$ cat config.mk
export PLATFORM = sky130hd
export DESIGN_NAME = logic_serial_ctrl
export DESIGN_NICKNAME = d
export VERILOG_FILES = /design/src/rtl/logic_serial_ctrl_pkg.sv /design/src/rtl/logic_bit_cell.sv /design/src/rtl/logic_serial_ctrl.sv
export SDC_FILE = /design/constraint.sdc
export NUM_CORES = 1
export LEC_CHECK = 0
export CELL_PAD_IN_SITES_DETAIL_PLACEMENT = 1
export CELL_PAD_IN_SITES_GLOBAL_PLACEMENT = 1
export CORE_MARGIN = 5
export CORE_UTILIZATION = 41
export DETAILED_ROUTE_END_ITERATION = 8
export PLACE_DENSITY_LB_ADDON = 0.08
export SYNTH_ARGS = -nofsm -noshare
export SYNTH_HDL_FRONTEND = slang
export SYNTH_HIERARCHICAL = 1
export SYNTH_SLANG_ARGS = --single-unit
$ cat constraint.sdc
create_clock -name clk -period 4.7 [get_ports clk]
set_input_delay 0.94 -clock clk [delete_from_list [all_inputs] [get_ports clk]]
set_output_delay 0.94 -clock clk [all_outputs]
set_load 0.03 [all_outputs]
$ cat src/rtl/logic_serial_ctrl_pkg.sv
// rtl/logic_serial_ctrl_pkg.sv - shared op codes and FSM encoding for the bit-serial logic sequencer
package logic_serial_ctrl_pkg;

  localparam logic [1:0] OP_AND = 2'b00;
  localparam logic [1:0] OP_OR  = 2'b01;
  localparam logic [1:0] OP_NOR = 2'b10;
  localparam logic [1:0] OP_XOR = 2'b11;

  typedef enum logic [1:0] {
    ST_IDLE = 2'b00,
    ST_RUN  = 2'b01,
    ST_DONE = 2'b10
  } state_e;

endpackage

$ cat src/rtl/logic_bit_cell.sv
// rtl/logic_bit_cell.sv - combinational 1-bit AND/OR/NOR/XOR cell
module logic_bit_cell
  import logic_serial_ctrl_pkg::*;
(
  output logic       out,
  input  logic       a,
  input  logic       b,
  input  logic [1:0] control
);

  always_comb begin
    out = 1'b0;
    case (control)
      OP_AND:  out = a & b;
      OP_OR:   out = a | b;
      OP_NOR:  out = ~(a | b);
      OP_XOR:  out = a ^ b;
      default: out = 1'b0;
    endcase
  end

endmodule

$ cat src/rtl/logic_serial_ctrl.sv
// rtl/logic_serial_ctrl.sv - schedules one operand bit pair per cycle through a shared logic cell
module logic_serial_ctrl
  import logic_serial_ctrl_pkg::*;
#(
  parameter int WIDTH = 32
) (
  input  logic             clk,
  input  logic             reset,
  input  logic             start,
  input  logic [WIDTH-1:0] A,
  input  logic [WIDTH-1:0] B,
  input  logic [1:0]       control,
  output logic             busy,
  output logic             done,
  output logic [WIDTH-1:0] out,
  output logic             zero
);

  localparam int CW = (WIDTH > 1) ? $clog2(WIDTH) : 1;
  localparam logic [CW-1:0] LAST = CW'(WIDTH - 1);

  state_e           state_q, state_d;
  logic [CW-1:0]    count_q, count_d;
  logic [WIDTH-1:0] a_sh_q, a_sh_d;
  logic [WIDTH-1:0] b_sh_q, b_sh_d;
  logic [1:0]       op_q, op_d;
  logic [WIDTH-1:0] out_q, out_d;
  logic             zero_q, zero_d;
  logic             cell_y;

  logic_bit_cell u_cell (
    .out     (cell_y),
    .a       (a_sh_q[0]),
    .b       (b_sh_q[0]),
    .control (op_q)
  );

  always_comb begin
    state_d = state_q;
    count_d = count_q;
    a_sh_d  = a_sh_q;
    b_sh_d  = b_sh_q;
    op_d    = op_q;
    out_d   = out_q;
    zero_d  = zero_q;
    case (state_q)
      ST_IDLE, ST_DONE: begin
        if (start) begin
          a_sh_d  = A;
          b_sh_d  = B;
          op_d    = control;
          count_d = '0;
          out_d   = '0;
          zero_d  = 1'b0;
          state_d = ST_RUN;
        end else if (state_q == ST_DONE) begin
          state_d = ST_IDLE;
        end
      end
      ST_RUN: begin
        out_d[count_q] = cell_y;
        a_sh_d = a_sh_q >> 1;
        b_sh_d = b_sh_q >> 1;
        // Counter parks at LAST instead of wrapping so non-power-of-2 widths stay in range.
        if (count_q == LAST) begin
          zero_d  = ~|out_d;
          state_d = ST_DONE;
        end else begin
          count_d = count_q + CW'(1);
        end
      end
      default: state_d = ST_IDLE;
    endcase
  end

  always_ff @(posedge clk) begin
    if (reset) begin
      state_q <= ST_IDLE;
      count_q <= '0;
      a_sh_q  <= '0;
      b_sh_q  <= '0;
      op_q    <= '0;
      out_q   <= '0;
      zero_q  <= 1'b0;
    end else begin
      state_q <= state_d;
      count_q <= count_d;
      a_sh_q  <= a_sh_d;
      b_sh_q  <= b_sh_d;
      op_q    <= op_d;
      out_q   <= out_d;
      zero_q  <= zero_d;
    end
  end

  assign busy = (state_q == ST_RUN);
  assign done = (state_q == ST_DONE);
  assign out  = out_q;
  assign zero = zero_q;

endmodule

* Word-level counts from Yosys, hierarchy flattened
Index checks and enable logic that the tools add are counted.
** Storage, ports and cells
- Input port bits :: 69
- Bits in registers :: 106
- Output and inout port bits :: 35
- Logic and storage cells :: 56
** Cells by class
- Magnitude comparators :: 2
- Add/sub/neg operators :: 1
- Bitwise operators :: 4
- Mux-type cells :: 20
- Equal/unequal tests :: 10
- Reduce and logical (&&, ||, !) cells :: 12
** Operator list (number)
- $pmux W32 S2 :: 3
- $mux W32 :: 3
- $bwmux W32 :: 1
- $reduce_or A32 Y1 :: 1
- $mux W5 :: 2
- $pmux W5 S2 :: 1
- $eq A2 B2 Y1 const B :: 3
- $lt A5 B6 Y1 const B :: 1
- $mux W2 :: 3
- $reduce_and A2 Y1 :: 3
- $reduce_and A3 Y1 :: 2
- $add A5 B1 Y5 const B :: 1
- $demux W1 S5 :: 1
- $eq A5 B5 Y1 const B :: 1
- $ge A5 B1 Y1 const B :: 1
- $eq A2 B1 Y1 const B :: 2
- $logic_not A2 Y1 :: 2
- $ne A2 B2 Y1 const B :: 2
- $pmux W1 S4 :: 1
- $pmux W2 S2 :: 1
- $mux W1 :: 3
- $ne A3 B3 Y1 const B :: 1
- $ne A2 B1 Y1 const B :: 1
- $pmux W1 S2 :: 1
- other kinds (8) :: 8

* Logic depth before layout (Yosys ltp)
Gate-level depths: netlist of the first run.
- Depth after elaboration :: 9
- Mapped depth :: 12
- Gate-level depth less buffers :: 10

* By module
Netlist of the first run, hierarchy kept.
** By module, submodules not included
- logic_serial_ctrl :: area each 5072.4 sq um, instances 1, cells each 640
- logic_bit_cell :: area each 65.1 sq um, instances 1, cells each 9

* Worst setup path before layout of the first run
Ideal clock, no wire load.
- Kind :: flip-flop to flip-flop
- Start :: reg a_sh_q[0]
- End :: reg zero_q, in the netlist zero
- Period minus slack after synthesis :: 1.936 ns
- Arrival :: 1.849 ns
- Buffers on the path :: 2
- Cell stages (with the launch flop) :: 12
- Path slack :: 2.764 ns
- Path through :: dfxtp_1 > inv_1 > ha_1 > mux2i_1 > a21oi_1 > clkbuf_1 > clkbuf_1 > mux2i_1 > nand4_1 > nor4_1 > nand3_1 > o31ai_1
** On the way
- Cells in the longest elaborated chain, start to end :: 8
** Ends and longest elaborated chain
- start, declared :: line logic_serial_ctrl.sv:24 : logic [WIDTH-1:0] a_sh_q, a_sh_d;
- start signal, assigned :: line logic_serial_ctrl.sv:88 : a_sh_q <= a_sh_d;
- $or A1 B1 Y1 :: line logic_bit_cell.sv:15, logic_bit_cell.sv:16
- $not A1 Y1 :: line logic_bit_cell.sv:16 : OP_NOR: out = ~(a | b);
- $pmux W1 S4 (*) :: line logic_bit_cell.sv:13 : case (control)
- named net cell_y :: line logic_serial_ctrl.sv:29 : logic cell_y;
- $bwmux W32 (*) :: line logic_serial_ctrl.sv:61 : out_d[count_q] = cell_y;
- $reduce_or A32 Y1 (*) :: line logic_serial_ctrl.sv:66 : zero_d = ~|out_d;
- $logic_not A1 Y1 (*) :: line logic_serial_ctrl.sv:66
- $mux W1 (*) :: line logic_serial_ctrl.sv:65 : if (count_q == LAST) begin
- $pmux W1 S2 (*) :: line logic_serial_ctrl.sv:46 : case (state_q)
- end signal, assigned :: line logic_serial_ctrl.sv:92 : zero_q <= zero_d;
- end, declared :: line logic_serial_ctrl.sv:28 : logic zero_q, zero_d;
The timed path passes the listed nets; every way through them passes the cells marked *. The select of a mux whose other input is x is not followed.
A chain may end at the register's enable or synchronous reset.

* Final worst setup path of the first run
- Start :: reg state_q[0]
- End :: out busy
** On the way
- Cells in the longest elaborated chain, start to end :: 1
** Ends and longest elaborated chain
- start, declared :: line logic_serial_ctrl.sv:22 : state_e state_q, state_d;
- start signal, assigned :: line logic_serial_ctrl.sv:86 : state_q <= state_d;
- $eq A2 B1 Y1 :: line logic_serial_ctrl.sv:96 : assign busy = (state_q == ST_RUN);
- end, declared :: line logic_serial_ctrl.sv:13 : output logic busy,
No other way between the ends.

==> summary.md, run 1 <==
| Metric | Value |
|---|---|
| Status | `complete, no violations` |
| Commonest non-fill, non-tap cells in the layout | `133 x nand2_1, 130 x nor2_1, 106 x dfxtp_1` |
| Largest family of logic cells by synthesized area | `simple AND/OR/NAND/NOR gates` |
| Met1 WL | `6.54 mm` |
| Power density over the cells | `312 mW/mm2` |
| Met2 Wirelength | `7.17 mm` |
| Post-CTS resize count | `0` |
| Highest Signal Layer | `met4` |
| Post-synthesis cell count | `649` |
| DPL Wire Length | `9.57 mm` |
| DIE HEIGHT | `122 um` |
| FILL cells | `1512` |
| Critical Path AT | `2220 ps` |
| Area delta synth->final | `25.0%` |
| WP data required | `3760 ps` |
| Compound-gate portion of the synthesized area | `15.2%` |
| Gr ovfl total | `0` |
| Vias per cell | `5.48` |
| # Max-Cap Violations | `0` |
| Number of diodes | `0` |
| Fin crit period | `3160 ps` |
| Die width | `122 um` |
| Area post-placement | `0.00614 mm2` |
| Worst slack, placed | `1590 ps` |
| Critical Path, Cell by Cell | `nand2b_4, inv_1, clkdlybuf4s50_1` |
| Setup TNS Final | `0 ps` |
| Clock-pin slew on the worst setup and hold paths | `70 ps` |
| Vias in the first global route | `4957` |
| Unrepaired setup endpoints after global routing | `false` |
| Yosys cell types | `33` |
| Root Driver | `clkbuf_16` |
| Fin. max-slew vios | `0` |
| Nets | `783` |
| Commonest non-fill, non-tap cell in the layout | `nand2_1` |
| CTS sink count | `106` |
| Final period utilization | `67.2%` |
| Register area share after synthesis | `41.3%` |
| Pin count of the biggest net entering global routing | `120` |
| Routed len/inst | `16.6 um` |
| Met3 WL post-DR | `693 um` |
| Synth Cell Area | `0.00514 mm2` |
| Multiplexer share of the synthesized area | `6.04%` |
| RePlAce Congestion | `0.762` |
| Power, Total | `2000 uW` |
| # H-tree levels | `3` |
| Syn Area/Cell | `7.92 um2` |
| Setup violations, final | `0` |
| Post-CTS setup repair buffer count | `0` |
| Hold WS | `477 ps` |
| Initial core utilization | `42.2%` |
| Final hold vios | `0` |
| Die footprint | `0.0149 mm2` |
| Pre-antenna DRT Iters | `5` |
| Vias | `4818` |
| # hold bufs at CTS | `0` |
| HP Class | `register to register` |
| CP peak stage delay | `720 ps` |
| Worst Path Max Fanout | `40` |
| Crit path kind | `register to output port` |
| Antenna-violating nets left | `0` |
| CTS max path bufs | `2` |
| GRT Util Overall | `20.1%` |
| Cts bufs inserted | `9` |
| Share of post-route cells with drive strength above 1 | `5.20%` |
| Port bufs | `103` |
| Final wirelength | `14.6 mm` |
| DRC | `0` |
| IO Count | `104` |
| FP Rows | `40` |
| CTS tree | `done` |
| Area share of fa/ha/maj cells after synthesis | `1.70%` |
| Synth warn | `6` |
| Endpoint type of the worst setup path | `output port` |
| Worst Max-Slew Pin Slew | `1150 ps` |
| Final Cell Area | `0.00642 mm2` |
| Post-route setup slack | `1540 ps` |
| Synthesis-stage register bit count | `106` |
| Maximum clock frequency | `0.317 GHz` |
| Initial antenna violation count | `0` |
| Simple-gate share of the synthesized area | `28.8%` |
| Xor-xnor portion of the synthesized cell area | `0.511%` |
| Leakage | `0.00243 uW` |
| Syn Nets | `725` |
| 1st-iter DRT viols | `302` |
| Worst-Skew Late Latency | `350 ps` |
| Setup crit start kind | `register` |
| Critical path's slowest cell | `clkdlybuf4s50_1` |
| Clock skew | `5.80 ps` |
| Placeable Area | `0.0122 mm2` |
| Slew HR | `22.9%` |
| First-pass GRT wire length | `24.4 mm` |
| Worst IR Drop VDD | `271 uV` |
## metrics by stage
stage / util, % / instances
after global routing: 52.8 / 880
after global placement: 50.5 / 864
final: 52.8 / 880
after detailed placement: 50.5 / 864
after CTS: 52.8 / 880
after floorplan: - / 649
## sequential cells by signal, summed over array words and instances, names as in the netlist
signal,flops
zero,1
a_sh_q,32
op_q,2
state_q,2
b_sh_q,32
out,32
count_q,5
## path summary, 6_finish.rpt
path | slack [ps] | cells after the start | start | to
setup / recovery | 1540 | 3 | state_q[0]$_SDFFE_PP0P_ | busy
hold / removal | 480 | 2 | zero$_SDFFE_PP0P_ | zero$_SDFFE_PP0P_
setup reg to reg | 1900 | 8 | count_q[3]$_SDFFE_PP0P_ | zero$_SDFFE_PP0P_
hold reg to reg | 480 | 2 | zero$_SDFFE_PP0P_ | zero$_SDFFE_PP0P_
## per-layer routing
metal / GRT usage [%] / vias to the layer above
li1: - / 2384
met1: 24.9 / 2310
met2: 34.3 / 104
met3: 5.06 / 20
met4: 5.95 / 0
met5: 0 / -
## final cells by class
type	count	area, um2	share of cell area [%]
Multi-Input combinational cell	475	2710	42.2
Sequential cell	106	2120	33.0
Timing Repair Buffer	110	1080	16.8
Clock buffer	10	239	3.72
Tap cell	168	210	3.27
Clock inverter	6	41.3	0.643
Inverter	5	18.8	0.292
## cell usage after synthesis (all sizes together)
cell type / n / share of area, %
nor4bb: 4 / 0.78
nor2: 131 / 9.6
a311oi: 62 / 11
and4bb: 7 / 1.7
nor4: 2 / 0.24
nand3b: 1 / 0.15
o31ai: 1 / 0.15
mux2i: 31 / 6.0
and3: 2 / 0.24
a22oi: 2 / 0.29
nor4b: 5 / 0.85
buf: 23 / 3.1
clkbuf: 40 / 2.9
o21ai: 3 / 0.29
nand4: 12 / 1.7
nand3: 6 / 0.58
a21oi: 40 / 3.9
xor2: 2 / 0.34
xnor2: 1 / 0.17
inv: 5 / 0.37
nand2b: 3 / 0.37
dfxtp: 106 / 41
nand2: 133 / 9.7
ha: 7 / 1.7
nand4b: 12 / 2.0
nor3: 4 / 0.39
nor2b: 4 / 0.49
## worst max-delay path, delay by kind of cell, from the launching register on
kind / cells / cell delay, ps
buffers and inverters: 2 / 1040
AND/OR/NAND/NOR: 1 / 320
flip-flops: 1 / 500
## report_power, final
part	total, uW	leakage [uW]	switching (uW)	internal [uW]
clock network	725	0.000143	350	375
logic	290	0.00142	169	121
registers	988	0.000869	33.0	955
## cells by family after synthesis
kind of cell             count (synthesis)
AND/OR/NAND/NOR                        326
AO/OA/AOI/OAI                          108
flip-flops                             106
buffers and inverters                   68
multiplexers                            31
adder cells (fa/ha/maj)                  7
XOR/XNOR                                 3
Power figures use the tool's default switching activity.
==> run 2: changes to the inputs <==
--- a/config.mk
+++ b/config.mk
@@ -8,7 +8,7 @@
 export CELL_PAD_IN_SITES_DETAIL_PLACEMENT = 1
 export CELL_PAD_IN_SITES_GLOBAL_PLACEMENT = 1
 export CORE_MARGIN = 5
-export CORE_UTILIZATION = 41
+export CORE_UTILIZATION = 38
 export DETAILED_ROUTE_END_ITERATION = 8
 export PLACE_DENSITY_LB_ADDON = 0.08
 export SYNTH_ARGS = -nofsm -noshare
==> constraint.sdc (replaced) <==
create_clock -name clk -period 3.1 [get_ports clk]
set_input_delay 0.62 -clock clk [delete_from_list [all_inputs] [get_ports clk]]
set_output_delay 0.62 -clock clk [all_outputs]
set_load 0.03 [all_outputs]
==> run 2 against run 1 <==
  * Clock skew down 0.94 ps
  * Sequential cell count unchanged
  * Wire length down 0.19%
  * Combinational power up 54%
  * Sequential share of layout area down 0.13 points
  * Clock-buffer cell count up 2
==> summary.md, run 2 (synthesized netlist as in run 1, its figures left out) <==
| Metric | Value |
|---|---|
| HP Class | `register to register` |
| Number of diodes | `0 (unchanged)` |
| Commonest non-fill, non-tap cell in the layout | `nand2_1` |
| Unrepaired setup endpoints after global routing | `false` |
| Status | `complete, no violations` |
| Pre-antenna DRT Iters | `4 (-1)` |
| Core Util, Final | `48.7% (-4.1 points)` |
| # Max-Cap Violations | `0 (unchanged)` |
| Power density over the cells | `463 mW/mm2 (+48%)` |
| Initial antenna violation count | `0 (unchanged)` |
| Post-CTS resize count | `0 (unchanged)` |
| Setup violations, final | `0 (unchanged)` |
| Post-CTS setup repair buffer count | `0 (unchanged)` |
| Routed len/inst | `16.4 um (-1.4%)` |
| Worst Path Max Fanout | `35 (-13%)` |
| First-pass GRT wire length | `24.4 mm (about the same)` |
| DIE HEIGHT | `126 um (+3.6%)` |
| CTS sink count | `106 (unchanged)` |
| FP Rows | `42 (+5.0%)` |
| Gr ovfl total | `0 (unchanged)` |
| Port bufs | `103 (unchanged)` |
| Nets | `787 (+0.51%)` |
| Switching Fraction | `27.1% (-0.46 points)` |
| Worst-Skew Late Latency | `350 ps (about the same)` |
| P_int | `2170 uW (+50%)` |
| Area delta synth->final | `25.5%` |
| Final Non-Filler Cells | `891 (+1.3%)` |
| Dpl cells | `876 (+1.4%)` |
| # H-tree levels | `3 (unchanged)` |
| Met1 WL | `6.81 mm (+4.1%)` |
| IO Count | `104 (unchanged)` |
| Fin. max-slew vios | `0 (unchanged)` |
| Die footprint | `0.0159 mm2 (+7.2%)` |
| DPL Wire Length | `9.61 mm (+0.47%)` |
| Pin count of the biggest net entering global routing | `85 (-29%)` |
| Cells on Worst Hold Path | `2 (unchanged)` |
| Slew HR | `26.6% (+3.6 points)` |
| R2R Setup Slk | `530 ps (-1370 ps)` |
| Root Driver | `clkbuf_16` |
| Area post-placement | `0.00619 mm2 (+0.86%)` |
| Share of post-route cells with drive strength above 1 | `5.17% (-0.022 points)` |
| Vias | `4817 (-0.021%)` |
| Final Cell Area | `0.00645 mm2 (+0.41%)` |
| Worst r2r path cells | `6 (-2)` |
| Antenna-violating nets left | `0 (unchanged)` |
| Combinational share of power | `15.0% (+0.5 points)` |
| Setup TNS Final | `0 ps (unchanged)` |
| Worst Max-Slew Pin Slew | `1100 ps (-54.5 ps)` |
| Clock-pin slew on the worst setup and hold paths | `70 ps (about the same)` |
| Commonest non-fill, non-tap cells in the layout | `133 x nand2_1, 130 x nor2_1, 106 x dfxtp_1` |
| Met3 WL post-DR | `526 um (-24%)` |
| Vias per cell | `5.41 (-1.3%)` |
| Maximum clock frequency | `0.389 GHz` |
| Vias in the first global route | `4935 (-0.44%)` |
| Part of the power in the clock network | `34.9% (-1.3 points)` |
| Met2 Wirelength | `7.07 mm (-1.4%)` |
| DRC | `0 (unchanged)` |
| RePlAce Congestion | `0.751 (-1.5%)` |
| Final hold vios | `0 (unchanged)` |
| Endpoint type of the worst setup path | `register` |
| Final period utilization | `83.0%` |
| Highest Signal Layer | `met4` |
| Placeable Area | `0.0132 mm2 (+8.9%)` |
| Cts bufs inserted | `9 (unchanged)` |
| Fin crit period | `2570 ps` |
| Crit path kind | `register to register` |
| Final wirelength | `14.6 mm (-0.19%)` |
| Sequential Power Share | `50.2% (+0.9 points)` |
| Critical Path AT | `2850 ps (+630 ps)` |
| Switching pwr | `809 uW (+46%)` |
| Leakage | `0.00243 uW (+0.19%)` |
| Clock skew | `4.86 ps (-0.935 ps)` |
| Die width | `126 um (+3.6%)` |
| Initial core utilization | `38.8% (-3.4 points)` |
| WP data required | `3370 ps (-390 ps)` |
| # hold bufs at CTS | `0 (unchanged)` |
| CTS max path bufs | `2 (unchanged)` |
| Setup crit start kind | `register` |
| CTS tree | `done` |
| GRT Util Overall | `18.4% (-1.6 points)` |
| 1st-iter DRT viols | `225 (-25%)` |
| Worst IR Drop VDD | `247 uV (-8.7%)` |
## run 2: stage by stage
stage                     hold WS [ps]  setup WS [ps]  total power [uW]
after floorplan                    450           1160              1790
after global placement             462            600              1960
after detailed placement           474            597              1980
after CTS                          488            581              3030
after global routing               510            349              3140
final                              486            526              2980
## run 2: critical path, stage by stage (launching register included)
cell and delay [ps]:
dfxtp_1 1040, and4bb_2 320, mux2i_1 190, nand4_1 130, nor4_1 490, nand3_1 210, o31ai_1 100
## run 2: path summary, 6_finish.rpt
kind                      startpoint                     end
min reg2reg   b_sh_q[6]$_SDFFE_PP0P_  b_sh_q[6]$_SDFFE_PP0P_
max reg2reg  count_q[4]$_SDFFE_PP0P_       zero$_SDFFE_PP0P_
min           b_sh_q[6]$_SDFFE_PP0P_  b_sh_q[6]$_SDFFE_PP0P_
max          count_q[4]$_SDFFE_PP0P_       zero$_SDFFE_PP0P_
## run 2: area by class of cell
cell class,instances,area (um2)
fill,1635,6790
multi-input combinational,475,2710
sequential,106,2120
timing repair buffer,114,1120
clock buffer,12,236
tap,176,220
inverter,5,18.8
clock inverter,3,17.5
## run 2: layer usage
layer,global-route usage [%],vias to the layer above
met5,0,-
met3,4.74,19
met4,4.61,0
met1,23.4,2333
li1,-,2383
met2,31.3,82
## run 2: power by group through the flow
stage	clock (uW)	sequential, uW	combinational (uW)
finish	1040	1500	446
detailed placement	0	1530	451
floorplan	0	1510	277
global route	1140	1510	499
global placement	0	1520	435
CTS	1080	1500	453
